$ cat src/rtl/dsp48a1_pkg.sv
// Shared constants for the DSP48A1 MAC scheduler: OPMODE fields, widths, FSM states.
// DSP_ROUND_EN selects a C-port rounding term for the first product of a job.
package dsp48a1_pkg;

  localparam int A_W = 18;
  localparam int P_W = 48;

  // X mux select, OPMODE[1:0]
  localparam logic [1:0] X_ZERO = 2'b00;
  localparam logic [1:0] X_M    = 2'b01;
  localparam logic [1:0] X_P    = 2'b10;
  localparam logic [1:0] X_DAB  = 2'b11;

  // Z mux select, OPMODE[3:2]
  localparam logic [1:0] Z_ZERO = 2'b00;
  localparam logic [1:0] Z_PCIN = 2'b01;
  localparam logic [1:0] Z_P    = 2'b10;
  localparam logic [1:0] Z_C    = 2'b11;

`ifdef DSP_ROUND_EN
  localparam logic [7:0] OPM_FIRST = {4'b0000, Z_C, X_M};
`else
  localparam logic [7:0] OPM_FIRST = {4'b0000, Z_ZERO, X_M};
`endif
  localparam logic [7:0] OPM_ACC = {4'b0000, Z_P, X_M};

  typedef enum logic [2:0] {
    IDLE   = 3'd0,
    CLR    = 3'd1,
    FEED   = 3'd2,
    DRAIN  = 3'd3,
    RESULT = 3'd4
  } state_t;

endpackage

$ cat src/rtl/dsp48a1_mac_sched_if.sv
// Host-side job, operand-stream and result handshake for the DSP48A1 MAC scheduler.
interface dsp48a1_mac_sched_if #(
  parameter int LEN_W = 8
);
  logic             start;
  logic [LEN_W-1:0] cfg_len;
  logic             busy;
  logic             s_valid;
  logic             s_ready;
  logic [17:0]      s_a;
  logic [17:0]      s_b;
  logic             m_valid;
  logic             m_ready;
  logic [47:0]      m_result;

  modport master (
    output start, cfg_len, s_valid, s_a, s_b, m_ready,
    input  busy, s_ready, m_valid, m_result
  );

  modport slave (
    input  start, cfg_len, s_valid, s_a, s_b, m_ready,
    output busy, s_ready, m_valid, m_result
  );
endinterface

$ cat src/rtl/dsp48a1_align_pipe.sv
// Delays each operand issue so OPMODE lands one cycle and CEP two cycles after it,
// matching the slice's A1/B1 -> M -> P register chain.
module dsp48a1_align_pipe
  import dsp48a1_pkg::*;
#(
  parameter int DEPTH = 2
) (
  input  logic       CLK,
  input  logic       RST,
  input  logic       issue,
  input  logic       first,
  output logic [7:0] opmode,
  output logic       cep
);

  logic [DEPTH-1:0] issue_sr_r;
  logic [7:0]       opmode_r;

  // Issue shift register; the first-term flag only matters at stage 0, where OPMODE is chosen.
  always_ff @(posedge CLK or posedge RST) begin
    if (RST) begin
      issue_sr_r <= {DEPTH{1'b0}};
      opmode_r   <= 8'h00;
    end else begin
      issue_sr_r <= {issue_sr_r[DEPTH-2:0], issue};
      opmode_r   <= (issue && first) ? OPM_FIRST : OPM_ACC;
    end
  end

  assign opmode = opmode_r;
  assign cep    = issue_sr_r[DEPTH-1];

endmodule

$ cat src/rtl/dsp48a1_mac_sched.sv
// Runs a DSP48A1 slice as a signed MAC: clears it, feeds cfg_len pairs, drains, returns P.
// Optional DSP_ROUND_EN adds ROUND_CONST through the C port on the first term.
module dsp48a1_mac_sched
  import dsp48a1_pkg::*;
#(
  parameter int             LEN_W       = 8,
  parameter int             PIPE_LAT    = 3,
  parameter logic [P_W-1:0] ROUND_CONST = 48'h0000_0002_0000
) (
  input  logic                  CLK,
  input  logic                  RST,
  dsp48a1_mac_sched_if.slave    bus,
  output logic [A_W-1:0]        dsp_a,
  output logic [A_W-1:0]        dsp_b,
  output logic [P_W-1:0]        dsp_c,
  output logic [7:0]            dsp_opmode,
  output logic                  dsp_cea,
  output logic                  dsp_ceb,
  output logic                  dsp_cep,
  output logic                  dsp_cem,
  output logic                  dsp_ceopmode,
  output logic                  dsp_rst,
  input  logic [P_W-1:0]        dsp_p
);

  localparam int DW = $clog2(PIPE_LAT) + 1;
  localparam logic [DW-1:0] DRAIN_INIT = DW'(PIPE_LAT - 1);
`ifdef DSP_ROUND_EN
  localparam logic ROUND_ON = 1'b1;
`else
  localparam logic ROUND_ON = 1'b0;
`endif
  localparam logic [P_W-1:0] C_CONST = ROUND_ON ? ROUND_CONST : {P_W{1'b0}};

  state_t           state_r;
  logic [LEN_W-1:0] remaining_r;
  logic [DW-1:0]    drain_cnt_r;
  logic             first_r;
  logic             s_ready_r;
  logic             busy_r;
  logic             m_valid_r;
  logic [P_W-1:0]   m_result_r;
  logic             dsp_rst_r;
  logic             issue_s;

  assign issue_s = bus.s_valid & s_ready_r;

  // Job sequencer: CLR pulses the slice reset, FEED counts issues, DRAIN waits out the pipeline.
  always_ff @(posedge CLK or posedge RST) begin
    if (RST) begin
      state_r     <= IDLE;
      remaining_r <= {LEN_W{1'b0}};
      drain_cnt_r <= {DW{1'b0}};
      first_r     <= 1'b0;
      s_ready_r   <= 1'b0;
      busy_r      <= 1'b0;
      m_valid_r   <= 1'b0;
      m_result_r  <= {P_W{1'b0}};
      dsp_rst_r   <= 1'b0;
    end else begin
      dsp_rst_r <= 1'b0;
      case (state_r)
        IDLE: begin
          if (bus.start) begin
            state_r     <= CLR;
            remaining_r <= bus.cfg_len;
            first_r     <= 1'b1;
            busy_r      <= 1'b1;
            dsp_rst_r   <= 1'b1;
          end
        end
        CLR: begin
          if (remaining_r == {LEN_W{1'b0}}) begin
            state_r    <= RESULT;
            m_valid_r  <= 1'b1;
            m_result_r <= C_CONST;
          end else begin
            state_r   <= FEED;
            s_ready_r <= 1'b1;
          end
        end
        FEED: begin
          if (issue_s) begin
            remaining_r <= remaining_r - LEN_W'(1);
            first_r     <= 1'b0;
            if (remaining_r == LEN_W'(1)) begin
              state_r     <= DRAIN;
              s_ready_r   <= 1'b0;
              drain_cnt_r <= DRAIN_INIT;
            end
          end
        end
        DRAIN: begin
          if (drain_cnt_r == {DW{1'b0}}) begin
            state_r    <= RESULT;
            m_valid_r  <= 1'b1;
            m_result_r <= dsp_p;
          end else begin
            drain_cnt_r <= drain_cnt_r - DW'(1);
          end
        end
        RESULT: begin
          if (bus.m_ready) begin
            state_r   <= IDLE;
            m_valid_r <= 1'b0;
            busy_r    <= 1'b0;
          end
        end
        default: begin
          state_r   <= IDLE;
          s_ready_r <= 1'b0;
          m_valid_r <= 1'b0;
          busy_r    <= 1'b0;
        end
      endcase
    end
  end

  dsp48a1_align_pipe #(
    .DEPTH (PIPE_LAT - 1)
  ) u_align (
    .CLK    (CLK),
    .RST    (RST),
    .issue  (issue_s),
    .first  (first_r),
    .opmode (dsp_opmode),
    .cep    (dsp_cep)
  );

  assign bus.busy     = busy_r;
  assign bus.s_ready  = s_ready_r;
  assign bus.m_valid  = m_valid_r;
  assign bus.m_result = m_result_r;

  assign dsp_a        = bus.s_a;
  assign dsp_b        = bus.s_b;
  assign dsp_c        = C_CONST;
  assign dsp_cea      = issue_s;
  assign dsp_ceb      = issue_s;
  assign dsp_cem      = 1'b1;
  assign dsp_ceopmode = 1'b1;
  assign dsp_rst      = dsp_rst_r;

endmodule

$ cat src/flat_wrapper.sv
// flat-port wrapper written by rule: the top's interface ports become plain ports
module dsp48a1_mac_sched_flat import dsp48a1_pkg::*;
#(
  parameter int             LEN_W       = 8,
  parameter int             PIPE_LAT    = 3,
  parameter logic [P_W-1:0] ROUND_CONST = 48'h0000_0002_0000
)
  (CLK, RST, dsp_a, dsp_b, dsp_c, dsp_opmode, dsp_cea, dsp_ceb, dsp_cep, dsp_cem, dsp_ceopmode, dsp_rst, dsp_p, bus_start, bus_cfg_len, bus_s_valid, bus_s_a, bus_s_b, bus_m_ready, bus_busy, bus_s_ready, bus_m_valid, bus_m_result);
  dsp48a1_mac_sched_if #(.LEN_W(LEN_W)) bus_i ();
  input  logic CLK;
  input  logic RST;
  output logic [A_W-1:0] dsp_a;
  output logic [A_W-1:0] dsp_b;
  output logic [P_W-1:0] dsp_c;
  output logic [7:0] dsp_opmode;
  output logic dsp_cea;
  output logic dsp_ceb;
  output logic dsp_cep;
  output logic dsp_cem;
  output logic dsp_ceopmode;
  output logic dsp_rst;
  input  logic [P_W-1:0] dsp_p;
  input wire logic [$bits(bus_i.start)-1:0] bus_start;
  input wire logic [$bits(bus_i.cfg_len)-1:0] bus_cfg_len;
  input wire logic [$bits(bus_i.s_valid)-1:0] bus_s_valid;
  input wire logic [$bits(bus_i.s_a)-1:0] bus_s_a;
  input wire logic [$bits(bus_i.s_b)-1:0] bus_s_b;
  input wire logic [$bits(bus_i.m_ready)-1:0] bus_m_ready;
  output wire logic [$bits(bus_i.busy)-1:0] bus_busy;
  output wire logic [$bits(bus_i.s_ready)-1:0] bus_s_ready;
  output wire logic [$bits(bus_i.m_valid)-1:0] bus_m_valid;
  output wire logic [$bits(bus_i.m_result)-1:0] bus_m_result;
  assign bus_i.start = bus_start;
  assign bus_i.cfg_len = bus_cfg_len;
  assign bus_i.s_valid = bus_s_valid;
  assign bus_i.s_a = bus_s_a;
  assign bus_i.s_b = bus_s_b;
  assign bus_i.m_ready = bus_m_ready;
  assign bus_busy = bus_i.busy;
  assign bus_s_ready = bus_i.s_ready;
  assign bus_m_valid = bus_i.m_valid;
  assign bus_m_result = bus_i.m_result;
  dsp48a1_mac_sched #(.LEN_W(LEN_W), .PIPE_LAT(PIPE_LAT), .ROUND_CONST(ROUND_CONST)) u_core (.CLK(CLK), .RST(RST), .bus(bus_i), .dsp_a(dsp_a), .dsp_b(dsp_b), .dsp_c(dsp_c), .dsp_opmode(dsp_opmode), .dsp_cea(dsp_cea), .dsp_ceb(dsp_ceb), .dsp_cep(dsp_cep), .dsp_cem(dsp_cem), .dsp_ceopmode(dsp_ceopmode), .dsp_rst(dsp_rst), .dsp_p(dsp_p));
endmodule
$ cat config.mk
export PLATFORM = sky130hd
export DESIGN_NAME = dsp48a1_mac_sched_flat
export DESIGN_NICKNAME = d
export VERILOG_FILES = /design/src/rtl/dsp48a1_pkg.sv /design/src/rtl/dsp48a1_mac_sched_if.sv /design/src/rtl/dsp48a1_align_pipe.sv /design/src/rtl/dsp48a1_mac_sched.sv /design/src/flat_wrapper.sv
export SDC_FILE = /design/constraint.sdc
export NUM_CORES = 1
export LEC_CHECK = 0
export BUFFER_PORTS_ARGS = -buffer_cell sky130_fd_sc_hd__clkbuf_2
export CAP_MARGIN = 40
export CORE_ASPECT_RATIO = 0.7
export CORE_MARGIN = 4
export CORE_UTILIZATION = 30
export DETAILED_ROUTE_END_ITERATION = 10
export PLACE_DENSITY = 0.61
export SLEW_MARGIN = 15
export SYNTH_ARGS = -nofsm -noshare
export SYNTH_HDL_FRONTEND = slang
export SYNTH_SLANG_ARGS = --single-unit
$ cat constraint.sdc
create_clock -name CLK -period 2.2 [get_ports CLK]
set_clock_uncertainty 0.05 [all_clocks]
set_input_delay 0.11 -clock CLK [delete_from_list [all_inputs] [get_ports CLK]]
set_output_delay 0.11 -clock CLK [all_outputs]
set_load 0.05 [all_outputs]
==> summary.md <==
| Metric | Value |
|---|---|
| Worst Path Max Fanout | `5` |
| Setup violators final | `0` |
| RSZ-0062 raised after global routing | `no` |
| Total gr overflow | `0` |
| Gpl congestion | `0.813` |
| Vias in the first global route | `2794` |
| Total negative slack | `0 ps` |
| FF-to-FF setup slack | `150 ps` |
| Critical path cell sequence | `or4_1, buf_4, or4b_4, nand2_1, o21ai_0` |
| Port Buffers | `117` |
| Final instance area | `4700 um^2` |
| FFs w/ async S/R, synth | `1.00` |
| Post-CTS Setup Inserts | `0` |
| Mean Syn Cell Area | `11.0 um^2` |
| CTS tree | `done` |
| Crit share post-route | `0.932` |
| Maximum clock frequency | `488 MHz` |
| Layout filler cell count | `1133` |
| Area grow syn2layout | `31.1%` |
| EDFF count, synth | `0` |
| CP Launch Type | `flop` |
| Crit end category | `flop` |
| H-tree Lvls | `3` |
| CP Data Required Time | `2350 ps` |
| Core area | `11700 um^2` |
| Tmin final | `2050 ps` |
| Peak supply drop | `789 uV` |
| Worst path arrival time | `2200 ps` |
| Vias per Instance | `4.35` |
| DR pass1 iterations | `4` |
| Cell Area, Placed | `3870 um^2` |
| Starting Density | `0.306` |
| Die area | `13800 um^2` |
| Num CTS Buffers | `9` |
| IO Pins | `246` |
| Die X | `139 um` |
| Antenna violations before repair | `0` |
| Top cells by area, synth | `dfrtp_1 (50%), buf_4 (19%), a22o_1 (12%)` |
| Cts hold-fix bufs | `50` |
| Via count | `2712` |
| Clock root buffer | `clkbuf_16` |
| Slowest stage cell, crit path | `or4_1` |
| Hold/Removal Path Class | `in -> reg` |
| Post-Syn Area | `3580 um^2` |
| Synth Register Bits | `71` |
| Max clock buf depth | `2` |
| Drt first-iter violations | `104` |
| Share of layout cells above drive strength 1 | `0.322` |
| Area share of the leading cell type in the synthesized netlist | `0.496` |
| Largest net degree at the start of global routing | `51` |
| Synth area leader | `dfrtp_1` |
| Antenna-violating nets left | `0` |
| Fin. Hold Viols | `0` |
| Setup CP Type | `reg -> reg` |
| Synth cell count leaders | `buf_4 (93), dfrtp_1 (71), a22o_1 (48)` |
| Register area share after synthesis | `0.496` |
| Drt total wl | `8.63 mm` |
| Synth warn | `0` |
| Tightest Pin Transition | `670 ps` |
| GRT Total Usage | `0.129` |
| Non-Filler Instances | `623` |
| Post-Syn Instances | `326` |
| CP max stage delay | `580 ps` |
| Synth Flop Type | `dfrtp_1` |
| Clk Latency, worst-skew pair | `320 ps` |
| Top-count cell post-synth | `buf_4` |
| Clk pin slew, worst setup/hold paths | `60 ps` |
| Die span in y | `99.4 um` |
| Leakage Power | `0.00247 uW` |
| First-pass GRT wire length | `14.2 mm` |
| Cell Rows | `33` |
| Drt wl/cell | `13.8 um` |
| Power Dens Cells | `1540 nW/um^2` |
| Status | `finished, final reports clean` |
| Max-cap violations | `0` |
| Cells after DPL | `557` |
| Post-DP HPWL | `5.90 mm` |
| Rel. slew slack | `0.551` |
| Post-CTS sizing | `0` |
| CTS Sinks | `71` |
| Synth cell types | `41` |
| Fin. max-slew vios | `0` |
| ANT cells | `0` |
| Layout net count | `562` |
| Residual DRC count | `0` |
==> worst paths after layout <==
| kind | cells after the start | startpoint | end |
|---|---|---|---|
| setup / recovery | 5 | u_core.remaining_r[6] | u_core.drain_cnt_r[2] |
| hold / removal | 3 | bus_cfg_len[2] | u_core.remaining_r[2] |
| setup reg to reg | 5 | u_core.remaining_r[6] | u_core.drain_cnt_r[2] |
| hold reg to reg | 0 | u_core.u_align.issue_sr_r[0] | u_core.u_align.issue_sr_r[1] |
| max in group asynchronous | 4 | RST | u_core.bus.m_result[18] |
| min in group asynchronous | 3 | RST | u_core.bus.m_result[9] |
==> worst max-delay path, delay by kind of cell, from the launching register on <==
kind | cells | cell delay (ps)
AOI/OAI and AO/OA | 1 | 90
and+or+nand+nor | 3 | 1210
DFF | 1 | 400
buffers and inverters | 1 | 180
==> state kept, by name, indices dropped and copies added (netlist names) <==
name	count
u_core.u_align.issue_sr_r	2
u_core.drain_cnt_r	3
u_core.dsp_rst	1
u_core.first_r	1
u_core.bus.m_result	48
u_core.remaining_r	8
u_core.bus.m_valid	1
u_core.bus.s_ready	1
u_core.bus.busy	1
u_core.state_r	3
u_core.u_align.opmode	2
==> logic make-up after synthesis <==
group	count (synthesis)	synth area share
other	2	0.00210
adders and majority gates	4	0.0140
AOI/OAI and AO/OA	83	0.178
DFF	71	0.496
buffers and inverters	118	0.233
and+or+nand+nor	48	0.0765
==> cells in the final DEF, fill, tap and decap left out, types with 5 or more instances in the layout <==
cell type	count
a21oi_1	8
a22o_1	48
buf_4	9
clkbuf_16	9
clkbuf_2	117
conb_1	57
dfrtp_1	71
dlygate4sd3_1	50
inv_1	9
nand2_1	12
nand3_1	5
nor2_1	7
nor3_1	6
o21ai_0	13
==> stage by stage <==
stage           util  hold slack [ps]  setup WS [ps]  power [uW]
3_3_place_gp   0.331             94.1            202        5560
6_report       0.402             28.7            149        7210
4_1_cts        0.402             20.2            143        7280
3_5_place_dp   0.331              101            141        5610
5_1_grt        0.402             38.7           52.7        7630
2_1_floorplan      -              200            243        5010
==> power breakdown <==
| group | total [uW] | leakage (uW) | internal (uW) | switching (uW) |
|---|---|---|---|---|
| combinational | 3480 | 0.00142 | 997 | 2490 |
| sequential | 2180 | 0.000893 | 1830 | 352 |
| clock | 1550 | 0.000156 | 1020 | 525 |
| total | 7210 | 0.00247 | 3840 | 3360 |
==> metal layers <==
metal  track usage  part of all wire  vias up
met2         0.196              0.47      119
met5             0                 0        -
li1              -                 -     1264
met1         0.163              0.43     1313
met3        0.0581             0.089       16
met4        0.0433             0.015        0
==> layout make-up <==
type | instances | area, um^2 | share of cell area
clock buffer | 11 | 243 | 0.0517
timing repair buffer | 177 | 1170 | 0.250
clock inverter | 5 | 81.3 | 0.0173
sequential | 71 | 1780 | 0.378
inverter | 10 | 37.5 | 0.00799
tap | 157 | 196 | 0.0418
multi-input combinational | 192 | 1190 | 0.253
Note: power is estimated with default switching activity, not from simulation.
